<file path="config.mk">
export PLATFORM = sky130hd
export DESIGN_NAME = operand_fetch
export DESIGN_NICKNAME = d
export VERILOG_FILES = /design/src/rtl/operand_fetch.sv
export SDC_FILE = /design/constraint.sdc
export NUM_CORES = 1
export LEC_CHECK = 0
export BUFFER_PORTS_ARGS = -buffer_cell sky130_fd_sc_hd__buf_4
export CAP_MARGIN = 5
export CORE_ASPECT_RATIO = 0.5
export CORE_UTILIZATION = 30
export CTS_BUF_LIST = sky130_fd_sc_hd__clkbuf_4 sky130_fd_sc_hd__clkbuf_8
export CTS_CLUSTER_DIAMETER = 100
export CTS_CLUSTER_SIZE = 24
export DETAILED_ROUTE_END_ITERATION = 16
export GPL_TIMING_DRIVEN = 0
export SYNTH_ARGS = -nofsm -noshare
export SYNTH_HDL_FRONTEND = slang
export SYNTH_SLANG_ARGS = --single-unit
export TNS_END_PERCENT = 50
</file>
<file path="constraint.sdc">
create_clock -name clk -period 1.6 [get_ports clk]
set_input_delay 0.24 -clock clk [delete_from_list [all_inputs] [get_ports clk]]
set_output_delay 0.24 -clock clk [all_outputs]
set_load 0.03 [all_outputs]
</file>
<file path="src/rtl/operand_fetch.sv">
`default_nettype none
// ============================================================================
// Module      : operand_fetch
// Description : General register file plus a four-state sequencer that latches
//               the A and B operands and presents them to the ALU.
// Revision    : 1.0 - initial release
// ============================================================================
module operand_fetch #(
    parameter int DATA_W = 16,
    parameter int ADDR_W = 3
) (
    input  logic              clk,
    input  logic              reset,
    input  logic              start,
    input  logic [ADDR_W-1:0] rn,
    input  logic [ADDR_W-1:0] rm,
    input  logic [1:0]        shift,
    input  logic              asel,
    input  logic              bsel,
    input  logic [DATA_W-1:0] sximm5,
    input  logic              wr_en,
    input  logic [ADDR_W-1:0] wr_num,
    input  logic [DATA_W-1:0] wr_data,
    output logic              busy,
    output logic              op_valid,
    output logic [DATA_W-1:0] val_A,
    output logic [DATA_W-1:0] val_B
);

    localparam int c_REGS = 2 ** ADDR_W;

    typedef enum logic [1:0] {
        S_IDLE  = 2'd0,
        S_RDA   = 2'd1,
        S_RDB   = 2'd2,
        S_VALID = 2'd3
    } state_t;

    state_t              r_state;
    state_t              w_next_state;
    logic [DATA_W-1:0]   r_regs [c_REGS];
    logic [DATA_W-1:0]   r_a;
    logic [DATA_W-1:0]   r_b;
    logic [ADDR_W-1:0]   r_rn;
    logic [ADDR_W-1:0]   r_rm;
    logic [1:0]          r_shift;
    logic                r_asel;
    logic                r_bsel;
    logic [DATA_W-1:0]   r_sximm5;
    logic                w_capture;

    always_comb begin
        w_next_state = r_state;
        w_capture    = 1'b0;
        busy         = 1'b1;
        op_valid     = 1'b0;
        case (r_state)
            S_IDLE: begin
                busy = 1'b0;
                if (start) begin
                    w_next_state = S_RDA;
                    w_capture    = 1'b1;
                end
            end
            S_RDA:   w_next_state = S_RDB;
            S_RDB:   w_next_state = S_VALID;
            S_VALID: begin
                op_valid     = 1'b1;
                w_next_state = S_IDLE;
            end
            default: w_next_state = S_IDLE;
        endcase
    end

    // Latches read the register file before this edge's write lands: no bypass.
    always_ff @(posedge clk) begin
        if (reset) begin
            r_state  <= S_IDLE;
            for (int i = 0; i < c_REGS; i++) begin
                r_regs[i] <= '0;
            end
            r_a      <= '0;
            r_b      <= '0;
            r_rn     <= '0;
            r_rm     <= '0;
            r_shift  <= '0;
            r_asel   <= 1'b0;
            r_bsel   <= 1'b0;
            r_sximm5 <= '0;
        end else begin
            r_state <= w_next_state;
            if (wr_en) begin
                r_regs[wr_num] <= wr_data;
            end
            if (w_capture) begin
                r_rn     <= rn;
                r_rm     <= rm;
                r_shift  <= shift;
                r_asel   <= asel;
                r_bsel   <= bsel;
                r_sximm5 <= sximm5;
            end
            if (r_state == S_RDA) begin
                r_a <= r_regs[r_rn];
            end
            if (r_state == S_RDB) begin
                r_b <= r_regs[r_rm];
            end
        end
    end

    always_comb begin
        val_A = r_asel ? '0 : r_a;
        val_B = r_b;
        if (r_bsel) begin
            val_B = r_sximm5;
        end else begin
            case (r_shift)
                2'b01:   val_B = {r_b[DATA_W-2:0], 1'b0};
                2'b10:   val_B = {1'b0, r_b[DATA_W-1:1]};
                2'b11:   val_B = {r_b[DATA_W-1], r_b[DATA_W-1:1]};
                default: val_B = r_b;
            endcase
        end
    end

endmodule
`default_nettype wire
</file>
Yosys cells after proc, flatten, opt, wreduce, memory -nomap -nowiden
Memory sizes are Yosys's and may differ from the RTL's. A register that Yosys moved wholly into a read port is not among the register bits.
Cells that the tools add are included.
Widths: inputs -> output; s select.
{"block": "totals", "ff_bits": 28, "ram_bits": 128, "inputBits": 49, "output_inout_bits": 34, "wordCells": 34, "n_memories": 1}
{"block": "op_classes", "n_eq_ne": 7, "muxes": 17, "reduce_logical": 2}
{"memory": "r_regs", "words": 8, "width": 16, "rd": 2, "rd_ports_with_merged_regs": 2, "wr": 8, "line_no": "41", "rtl": "logic [DATA_W-1:0] r_regs [c_REGS];"}
{"cell": "$mux 16", "count": 3}
{"cell": "$pmux 16 s3", "count": 1}
{"cell": "$reduce_or 16->1", "count": 1}
{"cell": "$mux 1", "count": 10}
{"cell": "$eq 2x2->1 const B", "count": 4}
{"cell": "$pmux 2 s4", "count": 1}
{"cell": "$eq 2x1->1 const B", "count": 2}
{"cell": "$mux 3", "count": 1}
{"cell": "$logic_not 2->1", "count": 1}
{"cell": "$mux 2", "count": 1}
{"cell": "$ne 2x2->1 const B", "count": 1}

Logic depth before layout (Yosys ltp)
Gate-level depths: netlist of run 1.
{"block": "logic_depth", "ltp_word": 5, "ltp_mapped": 7, "ltp_nobuf": 5}

Least setup slack after synthesis of run 1
OpenSTA, ideal clock, no wires.
{"block": "synth_timing", "path_kind": "reg2out", "start": "register r_shift[0]", "end": "output val_B[11]", "t_arrival_ps": 1685, "t_required_ps": 1360, "setup_slack_ps": -325, "path_stages_with_launch": 7, "path_buffers": 2, "path_cell_list": "dfxtp_1 buf_2 buf_2 mux2i_1 nor2_1 a21oi_1 o21ai_0"}
{"block": "synth_via", "elab_chain_cells": 3, "elab_cells_between_ends": 5, "cone_classes": "eq/ne (3); mux (2)"}
{"element": "start, declared", "line_no": "46", "rtl": "logic [1:0] r_shift;"}
{"element": "start signal, assigned", "line_no": "98", "rtl": "r_shift <= shift;"}
{"element": "$eq 2x2->1 / $eq 2x1->1 (equally long branches)", "line_no": "118", "rtl": "case (r_shift)"}
{"element": "$pmux 16 s3 (*)", "line_no": "118"}
{"element": "$mux 16 (*)", "line_no": "115", "rtl": "if (r_bsel) begin"}
{"element": "end, declared", "line_no": "27", "rtl": "output logic [DATA_W-1:0] val_B"}
Every way passes the cells marked *; elsewhere a longest branch is shown, timed or not.

Final worst setup path of run 1
Ends and elaborated chain as after synthesis.

==> results of run 1 <==
## critical path: cells and delay by family (launching register included)
kind                   cells  cell delay (ns)
DFF                        1             0.35
buffers and inverters      3             0.44
and+or+nand+nor            1             0.06
muxes                      1             0.18
AOI/OAI and AO/OA          2             0.24
## final cells by class
type | instances | area share [%]
flip-flops and latches | 188 | 38.67
clock inverters | 15 | 1.499
inverters | 3 | 0.1241
repair buffers | 146 | 11.14
clock buffers | 17 | 1.786
plain buffers | 59 | 4.421
multi-input cells | 597 | 38.23
well taps | 432 | 4.125
## path summary, 6_finish.rpt
| check | startpoint | to | cells after the start |
|---|---|---|---|
| worst max-delay path | r_shift[0]$_SDFFE_PP0P_ | val_B[11] | 7 |
| worst min-delay path | sximm5[1] | r_sximm5[1]$_SDFFE_PP0P_ | 3 |
| worst max register to register | r_rn[0]$_SDFFE_PP0P_ | r_a[10]$_SDFFE_PP0N_ | 7 |
| worst min register to register | r_sximm5[6]$_SDFFE_PP0P_ | r_sximm5[6]$_SDFFE_PP0P_ | 2 |
## synth_stat cells
cell type  number  area, µm²
or3_1           1      6.260
inv_1           3      11.26
or2_2           8      50.05
o221ai_1        9      78.83
a221o_1        23      230.2
buf_12          4      80.08
dfxtp_1        60       1201
o22ai_1        23      143.9
nand3_1         1      5.000
ha_1            4      50.05
and2_1        129      807.0
a21oi_1        41      205.2
clkbuf_2        4      20.02
nor2_2          1      6.260
mux2i_1        79      790.8
buf_2           6      30.03
buf_4           1      7.510
mux2_2         65      732.0
a211oi_1       10      75.07
clkbuf_1       40      150.1
buf_8           4      60.06
nand3b_1        1      7.510
edfxtp_1      128       3844
nor3_4          1      16.27
a22oi_1        10      75.07
nand2_1        71      266.5
or3b_4          1      11.26
buf_6           3      33.78
nor2_1         56      210.2
buf_1           2      7.510
a211oi_2       23      287.8
o21ai_0        17      85.08
nand2b_1        4      25.02
nor3_1          1      5.000
nor2b_1        18      112.6
## cell families (layout without fill, tap and decap cells)
family	count (synthesis)	in the layout	synth area share [%]
fa+ha+maj	4	4	0.5145
buf+inv	67	240	4.116
flops	188	188	51.86
mux	144	144	15.65
simple gates	293	293	15.72
compound gates	156	156	12.14
## through the flow
stage / instance area, µm² / TNS (ns)
after floorplan: 9761 / -1.240
after global placement: 10910 / -114.07
after detailed placement: 10910 / -122.11
after CTS: 12640 / -7.414
after global routing: 13100 / -10.74
final: 13100 / -7.705
## layout by cell type, fill, tap and decap left out, types with 10 or more instances in the layout
master,n
buf_6,28
clkbuf_2,16
a22oi_2,10
buf_12,17
mux2i_1,77
a211oi_2,32
dlygate4sd3_1,23
clkbuf_1,11
a21oi_1,31
a221o_1,23
mux2_4,14
clkbuf_8,24
nor2_1,51
and2_1,128
a21oi_2,10
nand2_1,68
mux2_2,51
dfxtp_1,50
buf_4,86
edfxtp_1,128
o22ai_4,13
## power breakdown
part	leakage, µW	total (µW)	switching [µW]	internal [µW]
Sequential	0.00172	6460	574	5890
Clock	0.000211	3440	1960	1470
Combinational	0.00270	7780	4250	3530
## layer usage
| layer | vias to the layer above | wire [µm] |
|---|---|---|
| li1 | 3417 | - |
| met3 | 33 | 1531 |
| met1 | 3638 | 13270 |
| met2 | 172 | 14330 |
| met5 | - | 0 |
| met4 | 0 | 418 |
## repair_timing
item | CTS | global route
hold buffers | 23 | 0
hold endpoints to repair | 23 | 0
resized for setup | 191 | 79
buffers inserted | 21 | 14
pin swaps | 56 | 31
cloned | 4 | 3
setup endpoints to repair | 156 | 118
## sequential cells by signal, summed over array words and instances, names as in the netlist
name	flops
r_b	16
r_bsel	1
r_asel	1
r_a	16
r_rn	3
r_regs	128
r_shift	2
r_rm	3
r_state	2
r_sximm5	16
==> flow_metrics.py, run 1 <==
metrics = {
    "power_and_ir_drop": {
        "p_leak_uw": 0.004631,
        "p_per_area_nw_per_um2": 1349,
        "p_total_uw": 17680,
        "ir_drop_mv": 0.6374,
    },
    "sta": {
        "finalCritPeriodShare_pct": 124.8,
        "fin_ws_ns": -0.3967,
        "fmax_mhz": 500.8,
        "worstMarginPinSlew_ns": 0.7128,
        "setup_viol": 48,
        "skew_ns": 0.02797,
        "period_needed_ns": 1.997,
        "rsz0062_at_grt": "true",
        "holdWs_ns": 0.02184,
        "finalMaxSlewViolations": 0,
        "relSlewSlack_pct": 52.48,
        "hold_violations": 0,
    },
    "grt": {
        "grt_pass1_wl_um": 43620,
        "use_met3_pct": 2.934,
        "grt_pass1_vias": 7284,
        "grt_start_max_net_pins": 20,
        "overflow": 0,
        "met1_usage_pct": 23.34,
        "antenna_found_initial": 0,
        "met2_usage_pct": 30.33,
        "grt_usage_pct": 17.72,
        "grt-busiest-layer": "met2",
    },
    "critical_path": {
        "arrival_ns": 1.76,
        "cp_cell_sequence": "buf_8, buf_8, mux2i_1, nor2_1, a21oi_2, o21ai_1, buf_4",
        "critPathKind": "reg2out",
        "cp_max_fo": 7,
        "max_stage_delay_ns": 0.35,
        "crit_path_end_kind": "output port",
        "required_ns": 1.36,
        "ff2ff_setup_slack_ns": -0.13,
        "slowest_stage": "dfxtp_2",
        "startpoint_type": "register",
        "worst_path_most_repeated_cell": "buf_8",
    },
    "placed_design": {
        "io_buffers": 81,
        "dp.cells": 1365,
        "hpwl_um": 20600,
        "place.gp.congestion": 0.8508,
        "dp_slack_ns": -0.8399,
    },
    "clock_tree": {
        "clk_path_buf_depth": 2,
        "h-tree-depth": 4,
        "clk_pin_slew_worst_paths_ns": 0.10,
        "worstSkewPairLatency_ns": 0.50,
        "clkSinkCount": 188,
        "cts.root.buffer_cell": "clkbuf_8",
        "cts_inserted_buffers": 17,
        "cts_tree": "done",
    },
    "cells_and_area": {
        "fin_util_pct": 41.24,
        "fin_cells": 1457,
        "nFillCells": 2975,
        "seqCellArea_um2": 5067,
        "multi_input_area_um2": 5009,
        "antennaDiodeCount": 0,
        "syn_to_final_growth_pct": 34.69,
        "fin_nets": 1065,
        "drive_gt1_share_pct": 39.41,
    },
    "route": {
        "wl_um": 29550,
        "ant_nets": 0,
        "drc_errors": 0,
        "drt_iter0_markers": 479,
        "vias": 7260,
        "via_per_inst": 4.983,
        "post_drt_wl_per_cell_um": 20.28,
        "dr.pass1.iters": 5,
    },
    "logic_synthesis": {
        "avgSynthCellArea_um2": 11.42,
        "synthCells": 852,
        "ys_seq_area_share_pct": 51.86,
        "syn_area_um2": 9728,
        "ys_ff_latch": 188,
        "synth.distinct_cells": 35,
        "syn_nets": 905,
        "yosys_warnings": 0,
    },
    "status": {
        "violations": "setup timing",
        "status": "finished, violations left",
    },
    "flow_run": {
        "cap_violations": 0,
    },
    "floorplanning": {
        "die_w_um": 256.7,
        "io-pin-count": 83,
        "core-area_um2": 31770,
        "initial_core_util_pct": 30.62,
        "die_h_um": 129.3,
        "num_rows": 46,
        "dieArea_um2": 33190,
    },
    "min_path": {
        "hold_path_class": "in2reg",
    },
}
No activity file was read; power rests on OpenSTA's default activity.
==> run 2: changes to the inputs <==
==> constraint.sdc (replaced) <==
create_clock -name clk -period 1.73 [get_ports clk]
set_input_delay 0.346 -clock clk [delete_from_list [all_inputs] [get_ports clk]]
set_output_delay 0.346 -clock clk [all_outputs]
set_load 0.01 [all_outputs]
==> flow_metrics.py, run 2 (same netlist as run 1, synthesis figures left out) <==
metrics = {
    "critical_path": {
        "arrival_ns": 1.69,
        "startpoint_type": "register",
        "critPathKind": "reg2out",
        "crit_path_end_kind": "output port",
        "ff2ff_setup_slack_ns": -0.03,
        "required_ns": 1.38,
        "cp_max_fo": 7,
    },
    "grt": {
        "grt_pass1_wl_um": 42890,
        "grt_start_max_net_pins": 18,
        "grt_usage_pct": 17.29,
        "antenna_found_initial": 0,
        "grt_pass1_vias": 7115,
        "overflow": 0,
    },
    "sta": {
        "setup_viol": 18,
        "finalCritPeriodShare_pct": 117.8,
        "hold_violations": 0,
        "period_needed_ns": 2.038,
        "skew_ns": 0.01460,
        "relSlewSlack_pct": 56.38,
        "fmax_mhz": 490.7,
        "worstMarginPinSlew_ns": 0.6543,
        "fin_ws_ns": -0.3079,
        "finalMaxSlewViolations": 0,
        "rsz0062_at_grt": "true",
    },
    "cells_and_area": {
        "antennaDiodeCount": 0,
        "fin_util_pct": 38.29,
        "fin_cells": 1413,
        "syn_to_final_growth_pct": 25.05,
        "fin_nets": 1021,
        "final_cell_mix": "and2_1 (129), edfxtp_1 (128), buf_4 (96)",
        "drive_gt1_share_pct": 35.78,
        "largest_reg_flops": 128,
        "largest_register": "r_regs",
        "final_common_cell": "and2_1",
    },
    "clock_tree": {
        "cts.root.buffer_cell": "clkbuf_8",
        "cts_tree": "done",
        "h-tree-depth": 4,
        "worstSkewPairLatency_ns": 0.48,
        "clkSinkCount": 188,
        "clk_path_buf_depth": 2,
        "cts_inserted_buffers": 17,
        "clk_pin_slew_worst_paths_ns": 0.10,
    },
    "status": {
        "violations": "setup timing",
        "status": "finished, violations left",
    },
    "floorplanning": {
        "num_rows": 46,
        "die_w_um": 256.7,
        "die_h_um": 129.3,
        "initial_core_util_pct": 30.62,
        "io-pin-count": 83,
        "dieArea_um2": 33190,
        "core-area_um2": 31770,
    },
    "route": {
        "vias": 7120,
        "wl_um": 28880,
        "post_drt_wl_per_cell_um": 20.44,
        "via_per_inst": 5.039,
        "drc_errors": 0,
        "ant_nets": 0,
        "dr.pass1.iters": 7,
        "drt_iter0_markers": 478,
    },
    "min_path": {
        "hold_path_class": "in2reg",
    },
    "power_and_ir_drop": {
        "p_per_area_nw_per_um2": 1220,
        "ir_drop_mv": 0.5184,
        "p_leak_uw": 0.004265,
    },
    "flow_run": {
        "cap_violations": 0,
    },
    "placed_design": {
        "place.gp.congestion": 0.8399,
        "io_buffers": 81,
        "hpwl_um": 20550,
        "dp.cells": 1365,
    },
}
==> run 2: cell types whose count changed in the layout (fill, tap and decap cells not counted), sizes merged <==
cell,previous run,this run
clkinvlp,2,1
inv,11,8
clkinv,3,7
dlygate4sd3,23,0
buf,139,119
clkbuf,60,59
==> run 2: critical path, cell delays in order (launching register included) <==
cell	delay, ns
dfxtp_4	0.42
buf_4	0.13
mux2i_1	0.18
o21ai_1	0.08
mux2_2	0.26
buf_4	0.14
==> run 2: per-stage QoR <==
stage               setup TNS, ns  area [µm²]  setup slack [ns]  hold slack [ns]  power [µW]
detailed placement        -117.35       10880           -0.7818           0.4517       10920
global placement          -112.90       10880           -0.7943           0.4393       10840
floorplan                  -1.038        9731          -0.06487           0.4329        9064
finish                     -4.194       12170           -0.3079           0.1103       14840
global route               -6.361       12170           -0.4102          0.09709       15490
CTS                        -5.479       11890           -0.3647          0.09686       14520
==> run 2: repair_timing <==
item | 4_1_cts | 5_1_grt
pin swaps | 15 | 33
resized for setup | 130 | 71
cloned | 2 | 2
setup endpoints to repair | 147 | 178
hold buffers | 0 | 0
buffers inserted | 14 | 2
==> run 2: path summary, 6_finish.rpt <==
| check | endpoint | cells past startpoint | start |
|---|---|---|---|
| max | val_B[15] | 5 | r_shift[0]$_SDFFE_PP0P_ |
| min reg2reg | r_sximm5[15]$_SDFFE_PP0P_ | 2 | r_sximm5[15]$_SDFFE_PP0P_ |
| max reg2reg | r_b[2]$_SDFFE_PP0N_ | 7 | r_rm[0]$_SDFFE_PP0P_ |
| min | r_sximm5[3]$_SDFFE_PP0P_ | 3 | sximm5[3] |
==> run 2: layout make-up <==
type / count / area (µm²)
clock buffers: 17 / 234.0
plain buffers: 60 / 550.5
multi-input cells: 597 / 4728
inverters: 3 / 11.26
repair buffers: 101 / 868.3
well taps: 432 / 540.5
clock inverters: 15 / 161.4
fillers: 3096 / 19610
flip-flops and latches: 188 / 5071
==> run 2: power by group <==
part	total, µW	leakage [µW]	internal [µW]	switching (µW)
Combinational	5840	0.00234	2660	3180
Sequential	5970	0.00172	5450	521
Clock	3030	0.000198	1310	1720
Total	14800	0.00427	9420	5420
==> run 2: layer usage <==
metal | routed length, µm | share of wire, % | global-route usage (%) | vias up
met1 | 13350 | 46 | 23.59 | 3556
met2 | 13440 | 47 | 28.31 | 195
met4 | 440 | 1.5 | 4.762 | 0
met5 | 0 | 0 | 0 | -
li1 | - | - | - | 3333
met3 | 1651 | 5.7 | 3.130 | 36
==> run 3: changes to the inputs <==
--- a/config.mk
+++ b/config.mk
@@ -14,6 +14,7 @@
 export CTS_CLUSTER_SIZE = 24
 export DETAILED_ROUTE_END_ITERATION = 16
 export GPL_TIMING_DRIVEN = 0
+export PLACE_DENSITY = 0.48
 export SYNTH_ARGS = -nofsm -noshare
 export SYNTH_HDL_FRONTEND = slang
 export SYNTH_SLANG_ARGS = --single-unit
==> flow_metrics.py, run 3 (same netlist as run 1, synthesis figures left out) <==
metrics = {
    "power_and_ir_drop": {
        "p_per_area_nw_per_um2": 1226,
        "p_total_uw": 15050,
        "p_leak_uw": 0.004275,
        "ir_drop_mv": 0.5991,
    },
    "critical_path": {
        "arrival_ns": 1.72,
        "crit_path_end_kind": "output port",
        "critPathKind": "reg2out",
        "regToRegStartpoint": "r_rn[0]$_SDFFE_PP0P_",
        "slowest_stage": "dfxtp_4",
        "startpoint_type": "register",
        "cp_cell_sequence": "buf_8, mux2i_2, nor2_1, a21oi_2, o21ai_1, buf_4",
        "r2r-end": "r_a[0]$_SDFFE_PP0N_",
        "cp_max_fo": 9,
        "ff2ff_setup_slack_ns": -0.08,
        "r2r.worst_path.cells": 5,
        "required_ns": 1.38,
        "max_stage_delay_ns": 0.40,
    },
    "placed_design": {
        "hpwl_um": 21500,
        "dp_slack_ns": -0.8430,
        "place.gp.congestion": 0.8281,
        "io_buffers": 81,
    },
    "cells_and_area": {
        "antennaDiodeCount": 0,
        "fin_util_pct": 38.64,
        "final_common_cell": "and2_1",
        "final_cell_mix": "and2_1 (129), edfxtp_1 (128), buf_4 (100)",
        "fin_nets": 1025,
        "syn_to_final_growth_pct": 26.19,
        "largest_register": "r_regs",
        "drive_gt1_share_pct": 37.06,
        "largest_reg_flops": 128,
    },
    "route": {
        "wl_um": 30780,
        "post_drt_wl_per_cell_um": 21.72,
        "dr.pass1.iters": 5,
        "via_per_inst": 4.932,
        "ant_nets": 0,
        "drt_iter0_markers": 446,
        "vias": 6988,
        "drc_errors": 0,
    },
    "clock_tree": {
        "clk_pin_slew_worst_paths_ns": 0.10,
        "h-tree-depth": 4,
        "cts_tree": "done",
        "clk_path_buf_depth": 2,
        "cts.root.buffer_cell": "clkbuf_8",
        "worstSkewPairLatency_ns": 0.51,
        "clkSinkCount": 188,
        "cts_inserted_buffers": 17,
    },
    "sta": {
        "finalCritPeriodShare_pct": 119.6,
        "fmax_mhz": 483.3,
        "skew_ns": 0.01078,
        "rsz0062_at_grt": "true",
        "setup_viol": 23,
        "period_needed_ns": 2.069,
        "fin_ws_ns": -0.3391,
        "holdWs_ns": 0.07254,
        "tns_ns": -4.712,
        "finalMaxSlewViolations": 0,
        "worstMarginPinSlew_ns": 0.7453,
        "relSlewSlack_pct": 50.31,
        "hold_violations": 0,
    },
    "grt": {
        "grt_usage_pct": 18.93,
        "met1_usage_pct": 26.48,
        "use_met3_pct": 3.658,
        "antenna_found_initial": 0,
        "grt_pass1_vias": 7279,
        "grt_pass1_wl_um": 45500,
        "grt-busiest-layer": "met2",
        "overflow": 0,
        "met2_usage_pct": 29.49,
        "grt_start_max_net_pins": 17,
    },
    "status": {
        "status": "finished, violations left",
        "violations": "setup timing",
    },
    "floorplanning": {
        "initial_core_util_pct": 30.62,
        "die_h_um": 129.3,
        "num_rows": 46,
        "io-pin-count": 83,
        "core-area_um2": 31770,
        "die_w_um": 256.7,
        "dieArea_um2": 33190,
    },
    "flow_run": {
        "cap_violations": 0,
    },
    "min_path": {
        "min_path_cells": 3,
        "hold_path_class": "in2reg",
        "hold_start": "sximm5[3]",
        "whs_endpoint": "r_sximm5[3]$_SDFFE_PP0P_",
    },
}
==> run 3: area by class of cell <==
| cell class | count | area, µm² |
|---|---|---|
| clock buffers | 19 | 249.0 |
| clock inverters | 13 | 142.6 |
| plain buffers | 59 | 561.8 |
| repair buffers | 106 | 908.4 |
| multi-input cells | 597 | 4788 |
| fillers | 3132 | 19490 |
| well taps | 432 | 540.5 |
| flip-flops and latches | 188 | 5074 |
| inverters | 3 | 11.26 |
==> run 3: worst max-delay path, delay by kind of cell (launching register included) <==
| family | cells | cell delay, ns |
|---|---|---|
| AOI/OAI and AO/OA | 2 | 0.22 |
| and+or+nand+nor | 1 | 0.07 |
| buffers and inverters | 2 | 0.30 |
| muxes | 1 | 0.22 |
| DFF | 1 | 0.40 |
==> run 3: worst max-delay path by stage <==
| stage | startpoint | endpoint | slack, ns | cells past startpoint |
|---|---|---|---|---|
| after floorplan | reset | r_regs[4][0]$_SDFFCE_PN0P_ | -0.06 | 4 |
| after global placement | reset | r_regs[1][8]$_SDFFCE_PN0P_ | -0.78 | 4 |
| after detailed placement | reset | r_regs[1][12]$_SDFFCE_PN0P_ | -0.84 | 4 |
| after CTS | r_shift[0]$_SDFFE_PP0P_ | val_B[11] | -0.40 | 7 |
| after global routing | r_shift[0]$_SDFFE_PP0P_ | val_B[12] | -0.44 | 6 |
| final | r_shift[0]$_SDFFE_PP0P_ | val_B[12] | -0.34 | 6 |
==> run 3: per-stage QoR <==
| stage | instances | area (µm²) |
|---|---|---|
| floorplan | 852 | 9731 |
| global placement | 1365 | 10880 |
| detailed placement | 1365 | 10880 |
| CTS | 1407 | 12000 |
| global route | 1417 | 12280 |
| finish | 1417 | 12280 |
==> run 3: layer usage <==
metal	vias up	routed length [µm]
li1	3334	-
met1	3501	15330
met2	125	13790
met3	28	1286
met4	0	378
met5	-	0
==> run 3: power by group <==
part           switching [µW]  leakage, µW  total [µW]  internal, µW
logic                    3280      0.00236        6030          2750
clock network            1740     0.000187        3060          1320
registers                 518      0.00172        5960          5450
==> run 3: timing repair <==
action | 4_1_cts | 5_1_grt
resized for setup | 167 | 40
endpoints found under the setup margin | 172 | 147
hold buffers | 0 | 0
pin swaps | 30 | 23
setup buffers | 13 | 8
gates cloned | 1 | 3
